<file path="config.mk">
export PLATFORM = sky130hd
export DESIGN_NAME = seq_timer_ctrl
export DESIGN_NICKNAME = d
export VERILOG_FILES = /design/src/rtl/seq_timer_pkg.sv /design/src/rtl/seq_timer_period_counter.sv /design/src/rtl/seq_timer_ctrl.sv
export SDC_FILE = /design/constraint.sdc
export NUM_CORES = 1
export LEC_CHECK = 0
export ABC_AREA = 1
export ABC_CLOCK_PERIOD_IN_PS = 1800
export BUFFER_PORTS_ARGS = -buffer_cell sky130_fd_sc_hd__buf_2
export CORE_MARGIN = 4
export CORE_UTILIZATION = 53
export DETAILED_ROUTE_END_ITERATION = 16
export PLACE_DENSITY = 0.77
export SLEW_MARGIN = 5
export SYNTH_ARGS = -nofsm -noshare
export SYNTH_HDL_FRONTEND = slang
export SYNTH_SLANG_ARGS = --single-unit
</file>
<file path="constraint.sdc">
create_clock -name clk -period 1.8 [get_ports clk]
set_clock_uncertainty 0.2 [all_clocks]
set_input_delay 0.36 -clock clk [delete_from_list [all_inputs] [get_ports clk]]
set_output_delay 0.36 -clock clk [all_outputs]
set_load 0.03 [all_outputs]
</file>
<file path="src/rtl/seq_timer_pkg.sv">
// seq_timer_pkg: shared state encoding and default widths for seq_timer_ctrl.
// Latency: n/a (types and constants only).
// Backpressure: n/a.
package seq_timer_pkg;

  // Default counter width (N) and repeat-count width (R).
  localparam int unsigned SEQ_N = 4;
  localparam int unsigned SEQ_R = 4;

  // Controller state encoding. HOLD is only reachable when SEQ_TIMER_PAUSE_EN is defined.
  typedef enum logic [1:0] {
    IDLE = 2'd0,
    RUN  = 2'd1,
    HOLD = 2'd2
  } state_t;

endpackage

</file>
<file path="src/rtl/seq_timer_period_counter.sv">
// period_counter: N-bit up counter that wraps to 0 after reaching a terminal value.
// Latency: q_o updates on the edge after clr_i/en_i; wrap_o is combinational from q_o and term_i.
// Backpressure: none; en_i low simply holds the count.
//
// Ports:
//   clk, reset  clock and asynchronous active-high reset
//   clr_i       synchronous clear to 0 (wins over en_i)
//   en_i        advance the count this cycle
//   term_i      terminal value; the count runs 0..term_i
//   q_o         current count
//   wrap_o      q_o == term_i, i.e. the next advance wraps to 0
module period_counter #(
  parameter int unsigned N = 4
) (
  input  logic         clk,
  input  logic         reset,
  input  logic         clr_i,
  input  logic         en_i,
  input  logic [N-1:0] term_i,
  output logic [N-1:0] q_o,
  output logic         wrap_o
);

  logic [N-1:0] q_q;
  logic [N-1:0] q_d;

  assign wrap_o = (q_q == term_i);
  assign q_o    = q_q;

  always_comb begin
    q_d = q_q;
    if (clr_i) begin
      q_d = '0;
    end else if (en_i) begin
      q_d = wrap_o ? '0 : q_q + {{(N-1){1'b0}}, 1'b1};
    end
  end

  always_ff @(posedge clk or posedge reset) begin
    if (reset) begin
      q_q <= '0;
    end else begin
      q_q <= q_d;
    end
  end

endmodule

</file>
<file path="src/rtl/seq_timer_ctrl.sv">
// seq_timer_ctrl: sequences a modulo-(final_value+1) period counter for repeat_count+1 periods
//   (or forever when periodic), emitting a per-period tick and an end-of-sequence done.
// Latency: start sampled at edge k gives busy=1, q=0 after edge k; first tick in the cycle after edge k+fv.
// Backpressure: start is ignored while busy; stop aborts from any state. Optional pause
//   (macro SEQ_TIMER_PAUSE_EN) moves RUN into HOLD on the next edge and back when released.
//
// Ports:
//   clk, reset              clock and asynchronous active-high reset
//   start, stop             sequence request (IDLE only) and abort (any state, highest priority)
//   periodic, final_value,  configuration, captured into shadow registers with start
//   repeat_count
//   pause                   freeze request (only with SEQ_TIMER_PAUSE_EN)
//   q, busy, tick, done,    current count, RUN/HOLD indicator, period tick, last-period tick,
//   reps_left               periods remaining after the current one
module seq_timer_ctrl
  import seq_timer_pkg::*;
#(
  parameter int unsigned N = SEQ_N,
  parameter int unsigned R = SEQ_R
) (
  input  logic         clk,
  input  logic         reset,
  input  logic         start,
  input  logic         stop,
  input  logic         periodic,
  input  logic [N-1:0] final_value,
  input  logic [R-1:0] repeat_count,
`ifdef SEQ_TIMER_PAUSE_EN
  input  logic         pause,
`endif
  output logic [N-1:0] q,
  output logic         busy,
  output logic         tick,
  output logic         done,
  output logic [R-1:0] reps_left
);

  state_t       state_q, state_d;
  logic [N-1:0] fv_q, fv_d;
  logic [R-1:0] rc_q, rc_d;
  logic         per_q, per_d;
  logic [R-1:0] reps_q, reps_d;

  logic         cnt_clr;
  logic         cnt_en;
  logic         cnt_wrap;

  period_counter #(.N(N)) u_cnt (
    .clk    (clk),
    .reset  (reset),
    .clr_i  (cnt_clr),
    .en_i   (cnt_en),
    .term_i (fv_q),
    .q_o    (q),
    .wrap_o (cnt_wrap)
  );

  // A stop cycle never reports a tick or done, even when q sits on the terminal value.
  assign tick      = (state_q == RUN) && cnt_wrap && !stop;
  assign done      = tick && (reps_q == '0);
  assign busy      = (state_q == RUN) || (state_q == HOLD);
  assign reps_left = reps_q;

  always_comb begin
    state_d = state_q;
    fv_d    = fv_q;
    rc_d    = rc_q;
    per_d   = per_q;
    reps_d  = reps_q;
    cnt_clr = 1'b0;
    cnt_en  = 1'b0;

    if (stop) begin
      state_d = IDLE;
      reps_d  = '0;
      cnt_clr = 1'b1;
    end else begin
      case (state_q)
        IDLE: begin
          if (start) begin
            fv_d    = final_value;
            rc_d    = repeat_count;
            per_d   = periodic;
            reps_d  = repeat_count;
            cnt_clr = 1'b1;
            state_d = RUN;
          end
        end
        RUN: begin
          // The counter advances in every RUN cycle; pause only changes state at this edge,
          // so the freeze starts in the following cycle.
          cnt_en = 1'b1;
          if (cnt_wrap) begin
            if (reps_q != '0) begin
              reps_d = reps_q - {{(R-1){1'b0}}, 1'b1};
            end else if (per_q) begin
              reps_d = rc_q;
            end else begin
              state_d = IDLE;
            end
          end
`ifdef SEQ_TIMER_PAUSE_EN
          if (pause && (state_d == RUN)) begin
            state_d = HOLD;
          end
`endif
        end
        HOLD: begin
`ifdef SEQ_TIMER_PAUSE_EN
          if (!pause) begin
            state_d = RUN;
          end
`else
          state_d = IDLE;
`endif
        end
        default: state_d = IDLE;
      endcase
    end
  end

  always_ff @(posedge clk or posedge reset) begin
    if (reset) begin
      state_q <= IDLE;
      fv_q    <= '0;
      rc_q    <= '0;
      per_q   <= 1'b0;
      reps_q  <= '0;
    end else begin
      state_q <= state_d;
      fv_q    <= fv_d;
      rc_q    <= rc_d;
      per_q   <= per_d;
      reps_q  <= reps_d;
    end
  end

endmodule

</file>
==> results of run 1 <==
[cells by family (layout without fill, tap and decap cells)]
family | Yosys count | in the layout | synth area share (%)
compound gates | 14 | 14 | 6.56
xor+xnor | 2 | 2 | 1.56
simple gates | 82 | 82 | 38.4
flops | 18 | 18 | 40.0
buf+inv | 27 | 68 | 10.1
fa+ha+maj | 3 | 3 | 3.34
[how the worst max path moves through the flow]
| stage | startpoint | slack, ps | cells after the start | end |
|---|---|---|---|---|
| floorplan | reps_left[0]$_DFFE_PP0P_ | 10 | 4 | done |
| global placement | reps_left[0]$_DFFE_PP0P_ | 110 | 5 | done |
| detailed placement | u_cnt.q_o[2]$_DFFE_PP0P_ | 50 | 7 | done |
| CTS | reps_left[0]$_DFFE_PP0P_ | -170 | 5 | done |
| global route | u_cnt.q_o[3]$_DFFE_PP0P_ | -280 | 7 | done |
| finish | u_cnt.q_o[3]$_DFFE_PP0P_ | -170 | 7 | done |
[cells in the mapped netlist]
| master | n | area (µm²) |
|---|---|---|
| o22ai_1 | 3 | 18.8 |
| o21ai_0 | 1 | 5.00 |
| nor3_1 | 1 | 5.00 |
| dfrtp_1 | 18 | 450 |
| inv_2 | 4 | 15.0 |
| ha_1 | 3 | 37.5 |
| xor2_1 | 1 | 8.76 |
| o21ai_1 | 10 | 50.1 |
| nor2_4 | 3 | 33.8 |
| nand2_2 | 1 | 6.26 |
| nand3_4 | 1 | 17.5 |
| nand2_4 | 1 | 11.3 |
| nand4_4 | 1 | 21.3 |
| buf_6 | 1 | 11.3 |
| nor2_1 | 3 | 11.3 |
| inv_1 | 20 | 75.1 |
| nand2_1 | 53 | 199 |
| nand3_1 | 11 | 55.1 |
| nor2_8 | 2 | 40.0 |
| nor2_2 | 1 | 6.26 |
| nand4_1 | 4 | 25.0 |
| inv_4 | 2 | 12.5 |
| xnor2_1 | 1 | 8.76 |
[placed cells by master (no fill, tap or decap), types with 4 or more instances in the layout]
cell and count:
inv_2 7, nor2_4 4, o21ai_1 10, buf_4 13
nand2_1 50, nand4_1 4, inv_1 16, buf_2 20
dfrtp_1 14, nand3_1 11, dfrtp_2 4
[metal layers]
layer | vias to the layer above | wire (µm) | GRT usage (%)
li1 | 546 | - | -
met5 | - | 0 | 0
met1 | 494 | 1180 | 26.5
met4 | 0 | 63 | 11.6
met3 | 7 | 88 | 3.32
met2 | 24 | 1280 | 35.3
[sequential cells by signal (all words and copies together), names as in the netlist]
| register | cells |
|---|---|
| fv_q | 4 |
| rc_q | 4 |
| reps_left | 4 |
| u_cnt.q_o | 4 |
| per_q | 1 |
| state_q | 1 |
[worst min-delay path: cells and delay by family]
| family | cells | cell delay (ps) |
|---|---|---|
| simple gates | 1 | 40 |
| buf+inv | 1 | 70 |
| compound gates | 1 | 60 |
[layout make-up]
type | instances | share of cell area (%)
Clock buffer | 4 | 2.41
Tap cell | 27 | 2.24
Timing Repair Buffer | 38 | 17.3
Sequential cell | 18 | 30.2
Inverter | 26 | 6.97
Multi-Input combinational cell | 101 | 40.8
[power groups by stage]
| stage | Sequential, mW | Clock (mW) | Combinational, mW |
|---|---|---|---|
| after global routing | 0.569 | 0.285 | 0.832 |
| after floorplan | 0.623 | 0 | 0.440 |
| final | 0.554 | 0.256 | 0.749 |
| after global placement | 0.555 | 0 | 0.666 |
| after CTS | 0.554 | 0.259 | 0.725 |
| after detailed placement | 0.558 | 0 | 0.688 |
[through the flow]
| stage | instances | setup WS (ps) | setup TNS (ps) |
|---|---|---|---|
| floorplan | 146 | 11.5 | 0 |
| global placement | 200 | 110 | 0 |
| global route | 214 | -277 | -687 |
| detailed placement | 200 | 51.8 | 0 |
| CTS | 211 | -172 | -322 |
| finish | 214 | -170 | -342 |
[what timing repair did]
action	CTS	global route
pin swaps	4	2
hold buffers	1	0
gates cloned	0	0
endpoints found under the hold margin	7	0
setup buffers	6	3
gates resized for setup	9	8
setup endpoints to repair	2	3
==> out/metrics.csv, run 1 <==
metric;value;unit
Starting Density;56.8;%
maxcap violations;0;
maximum vdd drop;0.000815;V
Hold Path Depth;3;
run status;finished, violations left;
setup slack after layout;-170;ps
CTS sink cnt;18;
flops & latches, synth;18;
area of the multi-input gates;616;µm²
Inserted Diodes;0;
Hold Violations, Final;0;
register area;455;µm²
min-delay src;final_value[0];
Reg2Reg Depth;11;
Switching Fraction;43.0;%
largest net degree at the start of global routing;19;
first-pass GRT wire length;4.51;mm
vias in the first global route;1080;
layout cells sized above 1;38.5;%
Root Driver;clkbuf_4;
Power Total;1.56;mW
CTS H-tree depth;1;
nets;204;
syn_nets;162;
Avg WL per Cell;12.2;µm
CORE AREA;1980;µm²
final slew viol count;0;
Final Cell Area;1510;µm²
syn_area_per_cell;7.70;µm²
R2R Path Start;u_cnt.q_o[3]$_DFFE_PP0P_;
initial antenna violation count;0;
P_int;0.889;mW
WP buf/inv;2;
Max FO, Critical Path;4;
slowest CP cell;dfrtp_1;
fmax;508;MHz
Crit Path Class;reg2out;
DIE WIDTH;54.1;µm
gr ovfl total;0;
HP Class;in2reg;
Cell Rows;16;
slew of the pin with the lowest slew margin;360;ps
DR iter-0 viols;14;
Synth warnings;0;
placed cell area;1350;µm²
Slew HR;76.0;%
GRT Util Overall;21.4;%
Clk pwr share;16.4;%
Post-Syn Area;1120;µm²
PwrDens;1030;nW/µm²
critical path endpoint category;output pin;
IO buf count;23;
Area Growth Syn to Fin;34.0;%
CP cell instances;inv_1, nand2_1, nand2_1, nor2_4, nand2_2, nor3_4, buf_6;
Reg power frac;35.6;%
sequential area share after synthesis;40.0;%
DRT Pass-1 Iters;4;
# DRC;0;
most used cell, CP;nand2_1;
Yosys cell types;23;
fin util;76.1;%
Reg2Reg Setup Slack;90;ps
Fill cells;146;
reg2reg end;reps_left[0]$_DFFE_PP0P_;
Post-Syn Instances;146;
gpl congestion;0.830;
Final min period;1970;ps
WHS;57.7;ps
CTS tree;done;
Longest Clk Path Bufs;2;
Post-DRT Antenna Nets;0;
failing checks;setup timing;
Worst path max stage delay;400;ps
Leak Pwr;0.811;nW
Reg clk slew, reported paths;110;ps
CP arrival;1410;ps
RSZ-0062 raised after global routing;true;
DIE AREA;2920;µm²
final setup fails;3;
TritonCTS Buffers;3;
drt via density;5.00;
Clk Latency, worst-skew pair;300;ps
I/O pin cnt;24;
DR vias;1071;
Hold Path Sink;fv_q[0]$_DFFE_PP0P_;
CP Launch Type;flop;
Comb pwr share;48.0;%
post-DP HPWL;1.95;mm
final wirelength;2.61;mm
Top delay family on crit path;simple AND/OR/NAND/NOR gates;
Final period util;109;%
Die Span Y;54.1;µm
CP required;1240;ps
NetSw;0.670;mW
Power figures use the tool's default switching activity.
==> run 2: changes to the inputs <==
--- a/config.mk
+++ b/config.mk
@@ -7,11 +7,12 @@
 export LEC_CHECK = 0
 export ABC_AREA = 1
 export ABC_CLOCK_PERIOD_IN_PS = 1800
-export BUFFER_PORTS_ARGS = -buffer_cell sky130_fd_sc_hd__buf_2
 export CORE_MARGIN = 4
-export CORE_UTILIZATION = 53
+export CORE_UTILIZATION = 61
 export DETAILED_ROUTE_END_ITERATION = 16
-export PLACE_DENSITY = 0.77
+export DONT_BUFFER_PORTS = 1
+export PLACE_DENSITY = 0.76
+export RECOVER_POWER = 50
 export SLEW_MARGIN = 5
 export SYNTH_ARGS = -nofsm -noshare
 export SYNTH_HDL_FRONTEND = slang
==> run 2 against run 1 <==
The run still ends with setup timing left. Sequential share of layout area rose by 0.48 points. Largest power group unchanged. Worst hold slack got worse by 25 ps. Cell count fell by 4.7%. Largest cell class unchanged. Sequential power fell by 2%. Count of clock-buffer cells in the layout did not move. Combinational power rose by 3.5%. Global-route usage rose by 4.4 points. Die area fell by 11%.
==> out/metrics.csv, run 2 (same netlist as run 1, synthesis figures left out) <==
metric;value;unit
slew of the pin with the lowest slew margin;452;ps
IO buf count;0;
final setup fails;2;
pre-CTS setup slack;110;ps
CORE AREA;1750;µm²
Reg2Reg Setup Slack;130;ps
final wirelength;2.83;mm
CP Launch Type;flop;
CTS sink cnt;18;
fin util;85.0;%
Clk Latency, worst-skew pair;310;ps
first-pass GRT wire length;5.00;mm
Final period util;112;%
Starting Density;64.4;%
most frequent cells in the layout;nand2_1 (50), inv_1 (17), dfrtp_1 (14), buf_4 (14), nand3_1 (11);
DRT Pass-1 Iters;4;
Inserted Diodes;0;
Cell Rows;15;
commonest non-fill, non-tap cell in the layout;nand2_1;
Reg clk slew, reported paths;110;ps
setup slack after layout;-213;ps
Root Driver;clkbuf_4;
placed cell area;1310;µm²
initial antenna violation count;0;
Longest Clk Path Bufs;2;
maximum vdd drop;0.000782;V
Slew HR;69.8;%
DR vias;1108;
Hold Violations, Final;0;
CP required;1240;ps
RSZ-0062 raised after global routing;true;
Inst Count DP;186;
maxcap violations;0;
CTS H-tree depth;1;
HP Class;in2reg;
# DRC;0;
Crit Path Class;reg2out;
largest net degree at the start of global routing;19;
gpl congestion;0.863;
DR iter-0 viols;41;
Area Growth Syn to Fin;31.9;%
CP arrival;1450;ps
PwrDens;1060;nW/µm²
Final Instance Count excl. Fillers;204;
layout cells sized above 1;29.6;%
drt via density;5.43;
run status;finished, violations left;
GRT Util Overall;25.7;%
Avg WL per Cell;13.9;µm
Post-DRT Antenna Nets;0;
vias in the first global route;1207;
Final min period;2010;ps
DIE WIDTH;50.9;µm
final slew viol count;0;
TritonCTS Buffers;3;
I/O pin cnt;24;
Max FO, Critical Path;4;
fmax;497;MHz
Leak Pwr;0.765;nW
Die Span Y;50.9;µm
Final Cell Area;1480;µm²
gr ovfl total;0;
nets;196;
DIE AREA;2590;µm²
post-DP HPWL;1.84;mm
WHS;32.3;ps
critical path endpoint category;output pin;
failing checks;setup timing;
CTS tree;done;
## run 2: changes by cell type in the layout (fill, tap and decap cells not counted)
cell           before  now
inv_1              16   17
buf_4              13   14
buf_2              20    0
nand2_8             1    0
nand2_4             1    2
dlygate4sd3_1       1    9
clkbuf_2            0    3
clkbuf_1            0    2
inv_2               7    6
buf_6               3    1
## run 2: layout make-up
type	instances	area (µm²)
multi-input combinational	101	607
sequential	18	455
fill	109	262
timing repair buffer	30	249
inverter	26	105
clock buffer	4	36.3
tap	25	31.3
## run 2: report_power, final
| group | switching (mW) | leakage [nW] | total [mW] | internal (mW) |
|---|---|---|---|---|
| clock network | 0.139 | 0.0210 | 0.262 | 0.124 |
| registers | 0.0540 | 0.225 | 0.541 | 0.487 |
| logic | 0.499 | 0.519 | 0.775 | 0.276 |
| total | 0.692 | 0.765 | 1.58 | 0.886 |
## run 2: routing by layer
metal / part of all wire, % / vias to the layer above / global-route usage, %
met5: 0 / - / 0
met4: 3.8 / 0 / 16.1
met3: 6.1 / 13 / 4.96
met2: 50 / 48 / 42.1
met1: 40 / 519 / 30.8
li1: - / 528 / -
## run 2: path summary, 6_finish.rpt
path	endpoint	startpoint	cells past startpoint
setup / recovery	done	u_cnt.q_o[2]$_DFFE_PP0P_	6
hold / removal	u_cnt.q_o[0]$_DFFE_PP0P_	start	3
setup reg to reg	state_q[0]$_DFFE_PP0P_	u_cnt.q_o[2]$_DFFE_PP0P_	9
hold reg to reg	rc_q[0]$_DFFE_PP0P_	rc_q[0]$_DFFE_PP0P_	2
max in group asynchronous	state_q[0]$_DFFE_PP0P_	reset	3
min in group asynchronous	u_cnt.q_o[3]$_DFFE_PP0P_	reset	3
## run 2: repair_timing
action / CTS / global route
setup buffers: 5 / 0
cloned: 0 / 0
hold buffers: 9 / 0
pin swaps: 0 / 4
endpoints found under the hold margin: 26 / 0
setup endpoints to repair: 2 / 2
resized for setup: 6 / 3
## run 2: metrics by stage
step | power (mW) | setup TNS (ps)
floorplan | 1.06 | 0
CTS | 1.57 | -286
detailed placement | 1.25 | 0
finish | 1.58 | -398
global route | 1.69 | -579
global placement | 1.23 | 0
## run 2: critical path, stage by stage (launching register included)
cell and delay, ps:
dfrtp_1 440, nand2_1 90, nand2_1 60, nor2_2 120, nand2_2 120, nor3_4 170, buf_12 140
